===== src/rtl/rect_pkg.sv =====
// Shared constants and the default-width rectangle configuration record
// used by the multi-rectangle render stage.
package rect_pkg;

    localparam int REG_XCOORD       = 0;
    localparam int REG_YCOORD       = 1;
    localparam int REG_WIDTH        = 2;
    localparam int REG_HEIGHT       = 3;
    localparam int REG_COLOR        = 4;
    localparam int REG_ENABLE       = 5;
    localparam int REG_COMMIT_NOW   = 6;
    localparam int REG_COMMIT_FRAME = 7;

    // Alpha occupies color[COLOR_W-ALPHA_MSB : COLOR_W-ALPHA_LSB].
    localparam int ALPHA_MSB = 1;
    localparam int ALPHA_LSB = 8;

    localparam int DEF_X_W     = 11;
    localparam int DEF_Y_W     = 12;
    localparam int DEF_COLOR_W = 32;

    typedef struct packed {
        logic [DEF_X_W:0]       xcoord;
        logic [DEF_Y_W:0]       ycoord;
        logic [DEF_X_W:0]       width;
        logic [DEF_Y_W:0]       height;
        logic [DEF_COLOR_W-1:0] color;
        logic                   enable;
    } rect_cfg_t;

endpackage


===== src/rtl/rect_hit_test.sv =====
// Combinational containment test of one pixel against one rectangle,
// including the enable bit and alpha-zero transparency.
module rect_hit_test
    import rect_pkg::*;
#(
    parameter int  X_W     = 11,
    parameter int  Y_W     = 12,
    parameter int  COLOR_W = 32,
    parameter type cfg_t   = rect_cfg_t
) (
    input  logic [X_W-1:0] i_x,
    input  logic [Y_W-1:0] i_y,
    input  cfg_t           i_cfg,
    output logic           o_hit
);

    logic [X_W+1:0] w_x_pix;
    logic [X_W+1:0] w_x_lo;
    logic [X_W+1:0] w_x_end;
    logic [Y_W+1:0] w_y_pix;
    logic [Y_W+1:0] w_y_lo;
    logic [Y_W+1:0] w_y_end;
    logic [ALPHA_LSB-ALPHA_MSB:0] w_alpha;

    // One extra bit on the end sums so a rectangle near the edge never wraps.
    assign w_x_pix = {2'b00, i_x};
    assign w_x_lo  = {1'b0, i_cfg.xcoord};
    assign w_x_end = {1'b0, i_cfg.xcoord} + {1'b0, i_cfg.width};
    assign w_y_pix = {2'b00, i_y};
    assign w_y_lo  = {1'b0, i_cfg.ycoord};
    assign w_y_end = {1'b0, i_cfg.ycoord} + {1'b0, i_cfg.height};
    assign w_alpha = i_cfg.color[COLOR_W-ALPHA_MSB:COLOR_W-ALPHA_LSB];

    assign o_hit = i_cfg.enable
                && (w_x_pix >= w_x_lo) && (w_x_pix < w_x_end)
                && (w_y_pix >= w_y_lo) && (w_y_pix < w_y_end)
                && (w_alpha != '0);

endmodule


===== src/rtl/multi_rect_renderer.sv =====
// Daisy-chained render stage owning NUM_RECTS rectangles with shadow/active
// register banks and a fixed two-stage pixel pipeline (lowest index wins).
module multi_rect_renderer
    import rect_pkg::*;
#(
    parameter int SHAPE_ID_BASE = 0,
    parameter int NUM_RECTS     = 4,
    parameter int X_W           = 11,
    parameter int Y_W           = 12,
    parameter int COLOR_W       = 32
) (
    input  logic               clk,
    input  logic               rst_n,
    input  logic               program_in,
    input  logic [X_W-1:0]     x,
    input  logic [Y_W-1:0]     y,
    input  logic [COLOR_W-1:0] data_in,
    output logic               program_out,
    output logic [X_W-1:0]     x_out,
    output logic [Y_W-1:0]     y_out,
    output logic [COLOR_W-1:0] data_out
);

    typedef struct packed {
        logic [X_W:0]         xcoord;
        logic [Y_W:0]         ycoord;
        logic [X_W:0]         width;
        logic [Y_W:0]         height;
        logic [COLOR_W-1:0]   color;
        logic                 enable;
    } cfg_t;

    localparam cfg_t CFG_RESET = '{xcoord: '0, ycoord: '0, width: '0,
                                   height: '0, color: '1, enable: 1'b0};

    cfg_t r_shadow [NUM_RECTS];
    cfg_t r_active [NUM_RECTS];
    cfg_t w_eval_cfg [NUM_RECTS];
    logic r_commit_pending;

    logic [NUM_RECTS-1:0] w_sel;
    logic [NUM_RECTS-1:0] w_hit;
    logic [31:0]          w_x_ext;
    logic                 w_owned;
    logic                 w_commit_now;
    logic                 w_arm;
    logic                 w_frame_commit;

    logic                 r_s1_prog;
    logic [X_W-1:0]       r_s1_x;
    logic [Y_W-1:0]       r_s1_y;
    logic [COLOR_W-1:0]   r_s1_data;
    logic [NUM_RECTS-1:0] r_s1_hit;
    logic [COLOR_W-1:0]   r_s1_color [NUM_RECTS];
    logic [COLOR_W-1:0]   w_pix;

    assign w_x_ext = 32'(x);

    always_comb begin
        w_sel = '0;
        for (int i = 0; i < NUM_RECTS; i++) begin
            w_sel[i] = program_in && (w_x_ext == 32'(SHAPE_ID_BASE + i));
        end
    end

    assign w_owned        = |w_sel;
    assign w_commit_now   = w_owned && (y == Y_W'(REG_COMMIT_NOW));
    assign w_arm          = w_owned && (y == Y_W'(REG_COMMIT_FRAME));
    assign w_frame_commit = !program_in && (x == '0) && (y == '0) && r_commit_pending;

    // The frame-start pixel already sees the configuration it commits.
    always_comb begin
        for (int i = 0; i < NUM_RECTS; i++) begin
            w_eval_cfg[i] = w_frame_commit ? r_shadow[i] : r_active[i];
        end
    end

    for (genvar gi = 0; gi < NUM_RECTS; gi++) begin : g_hit
        rect_hit_test #(
            .X_W     (X_W),
            .Y_W     (Y_W),
            .COLOR_W (COLOR_W),
            .cfg_t   (cfg_t)
        ) u_hit (
            .i_x   (x),
            .i_y   (y),
            .i_cfg (w_eval_cfg[gi]),
            .o_hit (w_hit[gi])
        );
    end

    always_ff @(posedge clk or negedge rst_n) begin
        if (!rst_n) begin
            for (int i = 0; i < NUM_RECTS; i++) begin
                r_shadow[i] <= CFG_RESET;
                r_active[i] <= CFG_RESET;
            end
            r_commit_pending <= 1'b0;
        end else begin
            for (int i = 0; i < NUM_RECTS; i++) begin
                if (w_sel[i]) begin
                    case (y)
                        Y_W'(REG_XCOORD): r_shadow[i].xcoord <= data_in[X_W:0];
                        Y_W'(REG_YCOORD): r_shadow[i].ycoord <= data_in[Y_W:0];
                        Y_W'(REG_WIDTH):  r_shadow[i].width  <= data_in[X_W:0];
                        Y_W'(REG_HEIGHT): r_shadow[i].height <= data_in[Y_W:0];
                        Y_W'(REG_COLOR):  r_shadow[i].color  <= data_in;
                        Y_W'(REG_ENABLE): r_shadow[i].enable <= data_in[0];
                        default: ;
                    endcase
                end
                if (w_commit_now || w_frame_commit) begin
                    r_active[i] <= r_shadow[i];
                end
            end
            if (w_frame_commit) begin
                r_commit_pending <= 1'b0;
            end else if (w_arm) begin
                r_commit_pending <= 1'b1;
            end
        end
    end

    always_comb begin
        w_pix = r_s1_data;
        for (int i = NUM_RECTS - 1; i >= 0; i--) begin
            if (r_s1_hit[i]) begin
                w_pix = r_s1_color[i];
            end
        end
    end

    // Free-running pipeline: one beat per cycle, no stall or backpressure.
    always_ff @(posedge clk or negedge rst_n) begin
        if (!rst_n) begin
            r_s1_prog   <= 1'b0;
            r_s1_x      <= '0;
            r_s1_y      <= '0;
            r_s1_data   <= '0;
            r_s1_hit    <= '0;
            for (int i = 0; i < NUM_RECTS; i++) begin
                r_s1_color[i] <= '0;
            end
            program_out <= 1'b0;
            x_out       <= '0;
            y_out       <= '0;
            data_out    <= '0;
        end else begin
            r_s1_prog   <= program_in;
            r_s1_x      <= x;
            r_s1_y      <= y;
            r_s1_data   <= data_in;
            r_s1_hit    <= program_in ? '0 : w_hit;
            for (int i = 0; i < NUM_RECTS; i++) begin
                r_s1_color[i] <= w_eval_cfg[i].color;
            end
            program_out <= r_s1_prog;
            x_out       <= r_s1_x;
            y_out       <= r_s1_y;
            data_out    <= w_pix;
        end
    end

endmodule


===== config.mk =====
export PLATFORM = sky130hd
export DESIGN_NAME = multi_rect_renderer
export DESIGN_NICKNAME = d
export VERILOG_FILES = /design/src/rtl/rect_pkg.sv /design/src/rtl/rect_hit_test.sv /design/src/rtl/multi_rect_renderer.sv
export SDC_FILE = /design/constraint.sdc
export NUM_CORES = 2
export LEC_CHECK = 0
export BUFFER_PORTS_ARGS = -buffer_cell sky130_fd_sc_hd__buf_2
export CORE_AREA = 5 5 370 190
export CTS_CLUSTER_DIAMETER = 40
export CTS_CLUSTER_SIZE = 12
export DETAILED_ROUTE_END_ITERATION = 8
export DIE_AREA = 0 0 375 195
export GPL_ROUTABILITY_DRIVEN = 0
export GPL_TIMING_DRIVEN = 1
export PLACE_DENSITY = 0.85
export SYNTH_ARGS = -nofsm -noshare
export SYNTH_HDL_FRONTEND = slang
export SYNTH_HIERARCHICAL = 1
export SYNTH_SLANG_ARGS = --single-unit

===== constraint.sdc =====
create_clock -name clk -period 10.2 [get_ports clk]
set_input_delay 1.53 -clock clk [delete_from_list [all_inputs] [get_ports clk]]
set_output_delay 1.53 -clock clk [all_outputs]
set_load 0.02 [all_outputs]

== Word-level counts from Yosys, hierarchy flattened ==
Index checks and enable logic that the tools add are counted.

* $lt $le $gt $ge: 16
* Muxes and demuxes: 11
* Reductions and logical operators: 64
* Add/sub/neg operators: 8
* Equality and inequality tests: 10

{| class="wikitable"
|+ Operator list
! kind !! number
|-
| $mux 83 || 4
|-
| $mux 32 || 4
|-
| $add 13x13->14 || 4
|-
| $lt 12x14->1 || 4
|-
| $add 12x12->13 || 4
|-
| $ge 12x13->1 || 4
|-
| $lt 11x13->1 || 4
|-
| $eq 12x3->1 const B || 4
|-
| $ge 11x12->1 || 4
|-
| $reduce_and 2->1 || 24
|-
| $logic_not 32->1 || 1
|-
| $reduce_bool 8->1 || 4
|-
| $logic_and 1x1->1 || 29
|-
| $eq 12x2->1 const B || 2
|-
| $eq 11x2->1 const B || 2
|-
| $eq 12x1->1 const B || 1
|-
| $logic_not 12->1 || 1
|-
| $eq 11x1->1 const B || 1
|-
| $logic_not 11->1 || 1
|-
| $mux 4 || 1
|-
| $reduce_or 4->1 || 1
|-
| $mux 1 || 2
|-
| $reduce_bool 2->1 || 1
|-
| $logic_not 1->1 || 1
|-
| $logic_or 1x1->1 || 1
|}

* Input port bits: 58
* Output and inout bits: 56
* Logic and storage cells: 171
* Register bits: 909

== Longest topological paths before layout ==
* Depth after elaboration: 12
* Depth in mapped cells: 25
* Depth with buffers taken out: 23

== Modules after synthesis ==
The synthesis kept the hierarchy.

{| class="wikitable"
|+ Modules (own cells, without submodules)
! module !! instances !! area an instance (µm²) !! cells each !! seq. area each (µm²)
|-
| multi_rect_renderer || 1 || 36,668.9 || 2,304 || 23,067.1
|-
| rect_hit_test (g_hit[2].u_hit ...) || 2 || 2,092.0 || 265 || 0.0
|-
| rect_hit_test (g_hit[1].u_hit) || 1 || 2,077.0 || 272 || 0.0
|-
| rect_hit_test (g_hit[0].u_hit) || 1 || 2,054.5 || 260 || 0.0
|}

== Least setup slack after synthesis ==
Ideal clock, no wire load.

* Kind: input to register
* Start point: input port y[9]
* End point: register r_s1_hit[3]
* Library setup time: 0.073 ns
* Required time: 10.127 ns
* Path slack: 4.169 ns
* Cell stages on the path: 24
* Arrival: 5.958 ns
* Path buffers: 2
* Cell sequence: nor4_4 > nand4_2 > nor2_2 > buf_2 > buf_2 > mux2_2 > ha_1 > inv_1 > fa_1 > nor2b_1 > o31a_1 > nor2_2 > o21ai_1 > a21oi_1 > xor2_1 > ha_1 > a21o_1 > a211o_1 > a211oi_2 > a21oi_1 > o31ai_2 > a211oi_1 > a211oi_2 > nor2b_1

{| class="wikitable"
|+ RTL lines
! element !! line !! source
|-
| start: declaration || multi_rect_renderer.sv:16 || <nowiki>input logic [Y_W-1:0] y,</nowiki>
|-
| end signal: assignment || multi_rect_renderer.sv:153 || <nowiki>r_s1_hit <= program_in ? '0 : w_hit;</nowiki>
|-
| end: declaration || multi_rect_renderer.sv:53 || <nowiki>logic [NUM_RECTS-1:0] r_s1_hit;</nowiki>
|}

==> impl_metrics.toml <==
[run_status]
run_status = "complete, no violations"

[synth]
synth_edf_count = 0
ys_warn_count = 6
synth_area_leader_cell = "dfrtp_1"
synthCells = 3366
synth_top_area_share = 0.363
seq_area_frac_synth = 0.513
synthFlopType = "dfrtp_1"
synth_seq_cells = 909
syn_area_per_cell_sq_um = 13.4
synthTopCellsByArea = "dfrtp_1 36%, mux2_2 18%, dfstp_2 15%"
synth_nets = 3708
syn-cell-area_sq_um = 45000
async_reset_ff_frac = 1.00
synth_cell_types = 78

[placed_design]
preCtsSetupSlack_ps = 2730
place_area_sq_um = 46400
dp_hpwl_mm = 61.6
portBuffers = 113

[sta]
min_period_over_period = 0.679
finClkSkew_ps = 38.4
max_freq_mhz = 144
fin_setup_tns_ps = 0
slew_viol_final = 0
period_needed_ps = 6930
setup_viol_count_final = 0
worst_slew_pin_slew_ps = 1310
relSlewSlack = 0.123
fin_ws_ps = 3270
hold_viol = 0
rsz0062_at_grt = "false"

[global_route]
grt_pass1_vias = 29400
grt_pass1_wl_mm = 161
grt_overflow = 0
grt_usage = 0.276
grt_max_degree = 218
antenna_found_initial = 4

[power_and_ir_drop]
peakVddDrop_uv = 124
p_leak_nw = 23.2
p_per_area_nw_per_um2 = 144

[job]
maxCapViolations = 0

[cells_and_area]
nNetsFinal = 3801
nFillCells = 4099
seq_area_sq_um = 23100
postLayoutCellArea_sq_um = 49100
mostFrequentLayoutCell = "mux2_2"
multi_input_comb_area_sq_um = 20700
post-route-util = 0.739
final_cell_mix = "716 x mux2_2, 649 x dfrtp_1, 280 x mux2_1"
area_delta_synth_final_pct = 9.15
layout-drive-gt1-share = 0.368

[clock_network]
cts_tree = "yes"
cts_setup_buffers = 0
cts-root-buf = "clkbuf_16"
cts-resized-gates = 0
clock-sinks = 909
holdBufCountCts = 0
cts-buffers-inserted = 89
cts_max_level = 3
insertion_delay_ps = 670
clock_path_buffers = 3
cts.clk_slew.worst_paths_ps = 60

[worst_setup_path]
cp-end-kind = "flop"
start_kind = "primary input"
arrival_ps = 7480
crit_fanout = 30
required_ps = 10750
crit_type = "primary input to flop"

[die]
core_sq_um = 66500
rows = 67
initial_utilization = 0.677
die-area_sq_um = 73100
fp.dieW_microns = 375
boundaryPins = 114
fp.dieH_microns = 195

[drt]
wire_per_inst_microns = 22.7
drt-total-wl_mm = 100
num_vias = 27800
route.antenna.remaining_nets = 0
first_pass_iters = 6
drc = 0
routed_via_density = 6.29
drt_iter0_drc = 2069

[worst_hold_path]
hp-class = "flop to flop"
[routing by layer]
metal  vias to the layer above  wire, microns  GRT usage
met1                     14400          43900      0.382
met5                         -              7          0
li1                      12300              -          -
met3                       245           5830     0.0509
met2                       781          47100      0.446
met4                         2           3560     0.0922
[report_power, final]
| part | internal [mW] | total [mW] | switching, mW |
|---|---|---|---|
| combinational | 0.0701 | 0.280 | 0.210 |
| clock | 1.77 | 3.16 | 1.39 |
| sequential | 3.63 | 3.64 | 0.00642 |
| total | 5.48 | 7.08 | 1.61 |
[worst paths after layout]
kind                                  start        endpoint  slack [ps]  cells past startpoint
hold / removal                    r_s1_y[8]        y_out[8]         320                      0
max in group asynchronous             rst_n   r_active[249]        6870                      3
min in group asynchronous             rst_n  r_s1_color[21]         960                      1
setup / recovery                       y[9]     r_s1_hit[0]        3270                     20
setup reg to reg           r_commit_pending     r_s1_hit[0]        4290                     19
hold reg to reg                   r_s1_y[8]        y_out[8]         320                      0
[kinds of logic (layout without fill, tap and decap cells)]
family,after synthesis,count (layout),share of synthesized area
flip-flops,909,909,0.513
other,0,2,0
buffers and inverters,276,430,0.0283
multiplexers,1060,1060,0.264
AND/OR/NAND/NOR,349,349,0.0400
XOR/XNOR,64,64,0.0125
AO/OA/AOI/OAI,424,424,0.0625
adder cells (fa/ha/maj),284,284,0.0803
[registers in the layout (all words and copies together) (netlist names)]
register	flops
data_out	32
r_active	332
y_out	12
r_s1_y	12
r_s1_prog	1
r_s1_hit	4
r_s1_x	11
x_out	11
r_shadow	332
r_s1_color	128
r_commit_pending	1
r_s1_data	32
program_out	1
[worst max-delay path, cell delays in order]
cell and delay, ps:
buf_2 240, nor4_4 470, nand4_2 320, nor2_4 600, buf_4 500, mux2_2 440, ha_1 370, o21ai_0 110
o21bai_1 270, a21oi_1 160, o21ai_0 310, xnor2_1 140, ha_1 290, o21ai_0 90, a21oi_1 150, o2111ai_1 140
a21o_1 190, a2111oi_0 820, a211oi_2 150, nor2b_1 170
[cells in the mapped netlist, types with 4 or more instances]
master,number
mux2_2,716
dfrtp_1,653
mux2_1,280
ha_1,276
dfstp_2,256
o21ai_0,134
inv_1,125
nand2_1,107
nor2_1,75
a21oi_1,73
buf_2,73
mux2i_1,64
a21o_1,50
xor2_1,43
clkbuf_1,41
o21a_1,34
nor3_1,27
buf_4,23
nand4_1,23
nor2b_1,23
nand2b_1,22
a211oi_1,21
xnor2_1,21
nor4_1,17
nand3_1,15
a31oi_1,14
a2111oi_0,9
o2111ai_1,9
o31a_1,9
buf_6,8
fa_1,8
o211ai_1,7
buf_1,6
o21bai_1,6
a211o_1,5
a211oi_2,5
o21ai_1,5
a2111o_1,4
nand3b_1,4
or3_1,4
[final cells by class]
type                       instances  area share
antenna                            2    0.000102
clock buffer                     140      0.0511
clock inverter                    12     0.00469
inverter                         125     0.00956
multi-input combinational       2181       0.422
sequential                       909       0.470
tap                              897      0.0229
timing repair buffer             153      0.0194
[through the flow]
| step | power [mW] | hold WS, ps | cells |
|---|---|---|---|
| CTS | 7.14 | 322 | 4417 |
| detailed placement | 3.98 | 336 | 4265 |
| finish | 7.08 | 321 | 4419 |
| global route | 7.32 | 338 | 4418 |
| floorplan | 3.80 | 331 | 3366 |
| global placement | 3.97 | 332 | 4265 |
Power figures use the tool's default switching activity.
